## src/rtl/vt52_pkg.sv

```systemverilog
//==============================================================================
// Module   : vt52_pkg
// Brief    : Screen geometry, control codes and FSM encoding for console_writer.
// Revision : 1.0 - initial release
//==============================================================================
`default_nettype none

package vt52_pkg;

    localparam int          COLS       = 80;
    localparam int          ROWS       = 25;
    localparam int          ADDR_W     = 11;
    localparam logic [7:0]  CLEAR_CHAR = 8'h20;

    localparam logic [7:0]  CODE_CR    = 8'h0D;
    localparam logic [7:0]  CODE_LF    = 8'h0A;
    localparam logic [7:0]  CODE_BS    = 8'h08;

    typedef enum logic [1:0] {
        ST_INIT_CLEAR = 2'd0,
        ST_IDLE       = 2'd1,
        ST_WRITE      = 2'd2,
        ST_SCROLL     = 2'd3
    } state_t;

endpackage

`default_nettype wire

```

## src/rtl/char_addr_calc.sv

```systemverilog
//==============================================================================
// Module   : char_addr_calc
// Brief    : Maps (top_row, logical row, col) to a char_buffer address.
// Revision : 1.0 - initial release
//==============================================================================
`default_nettype none

module char_addr_calc
    import vt52_pkg::*;
(
    input  logic [4:0]        top_row,
    input  logic [4:0]        row,
    input  logic [6:0]        col,
    output logic [ADDR_W-1:0] addr
);

    logic [5:0]        w_sum;
    logic [4:0]        w_phys;
    logic [ADDR_W-1:0] w_p;

    // Inputs are both < ROWS, so a single conditional subtract completes the modulo.
    always_comb begin
        w_sum  = {1'b0, top_row} + {1'b0, row};
        w_phys = (w_sum >= 6'(ROWS)) ? 5'(w_sum - 6'(ROWS)) : w_sum[4:0];
        w_p    = ADDR_W'(w_phys);
        addr   = (w_p << 6) + (w_p << 4) + ADDR_W'(col);
    end

endmodule

`default_nettype wire

```

## src/rtl/console_writer.sv

```systemverilog
//==============================================================================
// Module   : console_writer
// Brief    : Owns the char_buffer port; clears, prints, moves cursor, scrolls.
// Revision : 1.0 - initial release
//==============================================================================
`default_nettype none

module console_writer
    import vt52_pkg::*;
(
    input  logic              clk,
    input  logic              clr_n,
    input  logic [7:0]        in_data,
    input  logic              in_valid,
    output logic              in_ready,
    input  logic              fetch_active,
    input  logic [ADDR_W-1:0] fetch_addr,
    output logic [ADDR_W-1:0] buf_addr,
    output logic [7:0]        buf_din,
    output logic              buf_wen,
    output logic [6:0]        cursor_col,
    output logic [4:0]        cursor_row,
    output logic [4:0]        top_row,
    output logic              busy
);

    localparam logic [ADDR_W-1:0] c_last_addr = ADDR_W'(COLS*ROWS-1);
    localparam logic [6:0]        c_last_col  = 7'(COLS-1);
    localparam logic [4:0]        c_last_row  = 5'(ROWS-1);

    state_t            r_state;
    logic [6:0]        r_col;
    logic [4:0]        r_row;
    logic [4:0]        r_top;
    logic [ADDR_W-1:0] r_clr_cnt;
    logic [6:0]        r_scol;
    logic [7:0]        r_din;
    logic              r_run;

    logic              w_wr_req;
    logic              w_commit;
    logic [4:0]        w_calc_row;
    logic [6:0]        w_calc_col;
    logic [ADDR_W-1:0] w_calc_addr;
    logic [ADDR_W-1:0] w_wr_addr;

    // Scroll clears the physical row at top_row, i.e. logical row 0.
    assign w_calc_row = (r_state == ST_SCROLL) ? 5'd0 : r_row;
    assign w_calc_col = (r_state == ST_SCROLL) ? r_scol : r_col;

    char_addr_calc u_addr_calc (
        .top_row (r_top),
        .row     (w_calc_row),
        .col     (w_calc_col),
        .addr    (w_calc_addr)
    );

    // r_run keeps buf_wen low in the reset state and the first cycle after release.
    always_comb begin
        w_wr_req  = 1'b0;
        w_wr_addr = w_calc_addr;
        case (r_state)
            ST_INIT_CLEAR: begin
                w_wr_req  = r_run;
                w_wr_addr = r_clr_cnt;
            end
            ST_WRITE, ST_SCROLL: w_wr_req = 1'b1;
            default:             w_wr_req = 1'b0;
        endcase
    end

    assign w_commit   = w_wr_req & ~fetch_active;
    assign buf_wen    = w_commit;
    assign buf_addr   = fetch_active ? fetch_addr : w_wr_addr;
    assign buf_din    = r_din;
    assign in_ready   = (r_state == ST_IDLE);
    assign busy       = (r_state != ST_IDLE);
    assign cursor_col = r_col;
    assign cursor_row = r_row;
    assign top_row    = r_top;

    always_ff @(posedge clk or negedge clr_n) begin
        if (!clr_n) begin
            r_state   <= ST_INIT_CLEAR;
            r_col     <= '0;
            r_row     <= '0;
            r_top     <= '0;
            r_clr_cnt <= '0;
            r_scol    <= '0;
            r_din     <= CLEAR_CHAR;
            r_run     <= 1'b0;
        end else begin
            r_run <= 1'b1;
            case (r_state)
                ST_INIT_CLEAR: begin
                    if (w_commit) begin
                        if (r_clr_cnt == c_last_addr) begin
                            r_clr_cnt <= '0;
                            r_state   <= ST_IDLE;
                        end else begin
                            r_clr_cnt <= r_clr_cnt + 1'b1;
                        end
                    end
                end
                ST_IDLE: begin
                    if (in_valid) begin
                        if (in_data >= 8'h20 && in_data <= 8'h7E) begin
                            r_din   <= in_data;
                            r_state <= ST_WRITE;
                        end else if (in_data == CODE_CR) begin
                            r_col <= '0;
                        end else if (in_data == CODE_BS) begin
                            if (r_col != 7'd0) r_col <= r_col - 1'b1;
                        end else if (in_data == CODE_LF) begin
                            if (r_row < c_last_row) begin
                                r_row <= r_row + 1'b1;
                            end else begin
                                r_scol  <= '0;
                                r_state <= ST_SCROLL;
                            end
                        end
                    end
                end
                ST_WRITE: begin
                    // No autowrap: the last column is overwritten by further bytes.
                    if (w_commit) begin
                        if (r_col < c_last_col) r_col <= r_col + 1'b1;
                        r_din   <= CLEAR_CHAR;
                        r_state <= ST_IDLE;
                    end
                end
                ST_SCROLL: begin
                    if (w_commit) begin
                        if (r_scol == c_last_col) begin
                            r_top   <= (r_top == c_last_row) ? 5'd0 : r_top + 1'b1;
                            r_scol  <= '0;
                            r_state <= ST_IDLE;
                        end else begin
                            r_scol <= r_scol + 1'b1;
                        end
                    end
                end
                default: r_state <= ST_INIT_CLEAR;
            endcase
        end
    end

endmodule

`default_nettype wire

```

## config.mk

```make
export PLATFORM = sky130hd
export DESIGN_NAME = console_writer
export DESIGN_NICKNAME = d
export VERILOG_FILES = /design/src/rtl/vt52_pkg.sv /design/src/rtl/char_addr_calc.sv /design/src/rtl/console_writer.sv
export SDC_FILE = /design/constraint.sdc
export NUM_CORES = 1
export LEC_CHECK = 0
export CAP_MARGIN = 20
export CORE_ASPECT_RATIO = 1.2
export CORE_MARGIN = 8
export CORE_UTILIZATION = 45
export CTS_CLUSTER_DIAMETER = 80
export DETAILED_ROUTE_END_ITERATION = 10
export GPL_TIMING_DRIVEN = 0
export PLACE_DENSITY = 0.82
export RECOVER_POWER = 50
export SLEW_MARGIN = 20
export SYNTH_ARGS = -nofsm -noshare
export SYNTH_HDL_FRONTEND = slang
export SYNTH_SLANG_ARGS = --single-unit
```

## constraint.sdc

```tcl
create_clock -name clk -period 5.4 [get_ports clk]
set_input_delay 0.54 -clock clk [delete_from_list [all_inputs] [get_ports clk]]
set_output_delay 0.54 -clock clk [all_outputs]
set_load 0.01 [all_outputs]
```

# After elaboration in Yosys (flattened, before gate mapping)
# Cells that the tools add are included.
# totals
regBits	46
input_bits	23
# op_classes
n_addsub	10
order_cmp	5
eq_ne	29
mux	41
n_bitwise	5
reduce_logical	13
# op_table
cell	count
7-bit two-way mux	16
11-bit two-way mux	3
7-bit case mux with 2 select lines	2
8-bit by 4-bit equality test with 1-bit output, second input constant	3
8-bit two-way mux	3
2-bit two-way mux	11
2-bit != test, second input constant	10
8-bit case mux with 2 select lines	1
5-bit two-way mux	3
7-bit by 1-bit adder with 7-bit output, second input constant	2
7-bit AND reduction	2
11-bit by 1-bit adder with 11-bit output, second input constant	1
11-bit by 7-bit adder with 11-bit output	1
11-bit by 9-bit adder with 11-bit output	1
11-bit equality test, second input constant	1
5-bit by 1-bit adder with 5-bit output, second input constant	2
10-bit AND reduction	1
3-bit by 1-bit != test with 1-bit output, second input constant	3
3-bit != test, second input constant	3
8-bit by 6-bit greater-or-equal comparator with 1-bit output, second input constant	1
8-bit by 7-bit less-or-equal comparator with 1-bit output, second input constant	1
2-bit by 1-bit != test with 1-bit output, second input constant	4
2-bit case mux with 4 select lines	1
8-bit AND reduction	1
21 further kinds	26

# Longest topological paths before layout
# logic_depth
ltp_word	9
depth_mapped	24
mapped_depth_nobuf	22

# Cells and area by module
# A second synthesis with hierarchy kept.
# hier_totals
hier_cells	430
area_unflattened_um2	3772.4
# modules_own_cells
module	n_inst	cells_per_inst	area_each_um2	seq_area_each_um2
console_writer	1	362	3158.0	1152.4
char_addr_calc	1	68	614.3	0.0

# Least setup slack after synthesis
# OpenSTA, ideal clock, no wires.
# synth_timing
kind	reg-to-output
start	reg r_state[1]
end	out buf_addr[9]
arrival_ns	4.746
required_time_ns	4.860
slack_ns	0.114
path_stages_with_launch	24
cell_sequence	dfrtp_1 -> clkbuf_1 -> nand2_1 -> clkbuf_1 -> and2_1 -> ha_1 -> inv_1 -> fa_1 -> ha_1 -> inv_1 -> nor3_2 -> a211oi_2 -> a221oi_2 -> o21ai_4 -> o21ai_0 -> ha_1 -> ha_1 -> fa_1 -> a21oi_1 -> nor2_1 -> nor2_1 -> xor2_1 -> o21ai_0 -> mux2_2
# synth_between
elab_chain_len	9
# synth_lines
element	line_no	text
from (decl)	console_writer.sv:31	state_t r_state;
from (signal assigned)	console_writer.sv:84	r_state <= ST_INIT_CLEAR;
from (signal assigned)	console_writer.sv:99	r_state <= ST_IDLE;
from (signal assigned)	console_writer.sv:109	r_state <= ST_WRITE;
2-bit equality test	console_writer.sv:48, console_writer.sv:49	
5-bit two-way mux	console_writer.sv:48	assign w_calc_row = (r_state == ST_SCROLL) ? 5'd0 : r_row;
5-bit by 5-bit adder with 6-bit output	char_addr_calc.sv:23	w_sum = {1'b0, top_row} + {1'b0, row};
5-bit subtractor or 6-bit by 5-bit greater-or-equal comparator with 1-bit output (tied branches)	char_addr_calc.sv:24	w_phys = (w_sum >= 6'(ROWS)) ? 5'(w_sum - 6'(ROWS)) : w_sum[4:0];
5-bit two-way mux	char_addr_calc.sv:24	
11-bit by 9-bit adder with 11-bit output	char_addr_calc.sv:26	addr = (w_p << 6) + (w_p << 4) + ADDR_W'(col);
11-bit by 7-bit adder with 11-bit output	char_addr_calc.sv:26	
11-bit two-way mux (*)	console_writer.sv:62	case (r_state)
11-bit two-way mux (*)	console_writer.sv:74	assign buf_addr = fetch_active ? fetch_addr : w_wr_addr;
to (decl)	console_writer.sv:18	output logic [ADDR_W-1:0] buf_addr,
# Every way passes the cells marked *; elsewhere a longest branch is shown, timed or not.

# Worst setup path in the final report
# layout_timing
start	reg r_state[1]
end	out buf_addr[8]
# Same word-level chain as after synthesis.

==> metrics.txt <==
Worst VDD drop 0.279 mV; Setup Viol. Count Final 0; CTS max path bufs 2; LEAKAGE 1.98 nW; DR iter-0 viols 284; TritonCTS clock tree done; Total Routed Length 9800 um; height of the die 113 um; Via-to-Cell Ratio 5.87; Worst-Margin Slew 1540 ps; Worst Path Required 4860 ps; Syn-to-layout area delta 29.9%; Boundary Pins 62; hpwl dp 6980 um; Max Clock Skew 8.21 ps; failing checks max-capacitance violations, max-slew violations; crit path DAT 4760 ps; final period utilization 0.982; Clock Pin Slew Worst Setup and Hold Paths 90 ps; worst relative slew slack -0.0251; Mapped Cells 428; hold path startpoint buf_din[2]; worst min path class reg2reg; post-synthesis cell area 3550 um^2; IO Port Bufs 61; first-pass GRT wire length 15900 um; Peak Freq 189 MHz; largest net degree at the start of global routing 29; Fin. Hold Viols 0; Area after DPL 4300 um^2; power per cell area 305 nW/um^2; Die Width 97.1 um; hold slack final 503 ps; most common flop cell mapped by yosys dfrtp_1; Worst Path Max Fanout 4; DRC errors left 0; DRT Pass-1 Iters 6; Remaining Overflow, GRT 0; layout cell share with drive strength beyond 1 0.138; row cnt 35; # fillers 627; clock buffers created by TritonCTS 5; Netlist cell types 61; initial antenna violation count 0; antenna viol nets, final 0; number of global-route vias before repair 3351; Seq/Total Area, Yosys 0.324; GPL Wtd Cong 0.904; Yosys reg bits 46; CP startpoint kind flop; number of flops mapped to enable cells by yosys 0; source of the critical timing path r_state[1]; clock root buffer clkbuf_8; clock sink count 46; Final Cell Area 4610 um^2; Total GRT Usage 0.169; Setup crit end kind output pin; r2r worst-path depth 9; vias 3518; Core Box Area 7660 um^2; most frequent cells in the layout nand2_1 (52), o21ai_0 (45), dfrtp_1 (42); Async S/R FF share, synth 1.00; wire length per cell 16.4 um; clk_lat worst skew 300 ps; Ys Warns 0; worst r2r src cursor_col[0]; most common cell after layout, fill and taps aside nand2_1; Synthesized Nets 477; initial core utilization 0.464; max cap viols 1; status finished with violations; nets@finish 555; critical path type reg2out; Hold Path Stages 2; ant diodes 0; syn_area_per_cell 8.30 um^2; H-tree levels 2; die area 11000 um^2; final worst path period need 5300 ps; fin. max-slew vios 29
[registers in the layout, summed over array words and instances, names as in the netlist]
| name | count |
|---|---|
| r_scol | 7 |
| cursor_row | 5 |
| buf_din | 8 |
| r_run | 1 |
| r_clr_cnt | 11 |
| top_row | 5 |
| r_state | 2 |
| cursor_col | 7 |
[through the flow]
| step | power (mW) | cells | worst slack (ps) | utilization | TNS (ps) |
|---|---|---|---|---|---|
| 2_1_floorplan | 0.845 | 428 | 114 | - | 0 |
| 3_3_place_gp | 1.11 | 581 | -894 | 0.558 | -3470 |
| 3_5_place_dp | 1.13 | 582 | -1070 | 0.561 | -4480 |
| 4_1_cts | 1.41 | 594 | 9.15 | 0.585 | 0 |
| 5_1_grt | 1.50 | 599 | -82.0 | 0.602 | -279 |
| 6_report | 1.41 | 599 | 95.7 | 0.602 | 0 |
[kinds of logic (layout without fill, tap and decap cells)]
kind of cell    Yosys count  after routing  share of synthesized area
simple gates            165            165                      0.227
compound gates          110            110                      0.198
flops                    46             46                      0.324
buf+inv                  41            120                     0.0454
fa+ha+maj                26             26                     0.0958
xor+xnor                 22             22                     0.0564
mux                      17             17                     0.0518
other cells               1              1                    0.00106
[worst paths after layout]
check	endpoint	slack, ps
max in group asynchronous	r_state[0]	3120
worst max register to register	cursor_col[2]	2970
worst min register to register	buf_din[2]	500
worst max-delay path	buf_addr[8]	100
worst min-delay path	buf_din[2]	500
min in group asynchronous	top_row[2]	600
[synth_stat cells, types with 3 or more instances]
library cell	count	area share
nor4_1	3	0.0053
inv_1	22	0.023
a21o_1	4	0.0085
o21ai_0	48	0.068
nor2_1	31	0.033
mux2i_1	8	0.023
xor2_1	8	0.020
mux2_2	8	0.025
o31ai_1	6	0.013
nand4_1	10	0.018
nor2b_1	5	0.0088
nand2b_1	5	0.0088
ha_1	24	0.085
or3_1	6	0.011
buf_2	5	0.0070
o22ai_1	3	0.0053
a21oi_1	20	0.028
dfrtp_1	45	0.32
nand2_1	55	0.058
clkbuf_1	12	0.013
o21ai_1	3	0.0042
xnor2_1	13	0.032
nor3_1	9	0.013
and2_1	7	0.012
nand3_1	23	0.032
[layer usage]
metal	part of all wire	GRT usage	up-vias	wire, um
met5	0	0	-	0
li1	-	-	1680	-
met1	0.40	0.203	1668	3960
met4	0.026	0.0555	0	252
met3	0.058	0.0317	28	564
met2	0.51	0.295	142	5020
[critical path, stage by stage, from the launching register on]
cell and delay [ps]:
dfrtp_2 440, nand2_4 80, and2_4 150, ha_4 130, inv_1 50, fa_2 580, buf_6 130, ha_4 130
nor3_2 40, a211oi_2 290, mux2i_2 160, o21ai_4 230, nand2_2 100, xnor2_1 130, ha_1 360, ha_1 300
a21o_1 210, a21oi_2 170, xnor2_1 150, o21ai_1 80, mux2_2 270, dlygate4sd2_1 290
[repair_timing]
item | 4_1_cts | 5_1_grt
endpoints found under the setup margin | 7 | 5
pin swaps | 7 | 18
hold buffers | 0 | 0
setup buffers | 7 | 5
gates resized for setup | 24 | 25
[cell type report]
type | count | area (um^2) | share of cell area
Clock inverter | 1 | 30.0 | 0.00651
Buffer | 16 | 66.3 | 0.0144
Timing Repair Buffer | 74 | 706 | 0.153
Inverter | 22 | 82.6 | 0.0179
Multi-Input combinational cell | 341 | 2380 | 0.516
Sequential cell | 46 | 1160 | 0.251
Tap cell | 92 | 115 | 0.0249
Clock buffer | 7 | 76.3 | 0.0165
[report_power, final]
group	internal (mW)	leakage [nW]	total [mW]	switching [mW]
registers	0.409	0.601	0.471	0.0620
logic	0.300	1.32	0.681	0.381
clock network	0.139	0.0524	0.256	0.118
(Power assumes the default switching activity.)
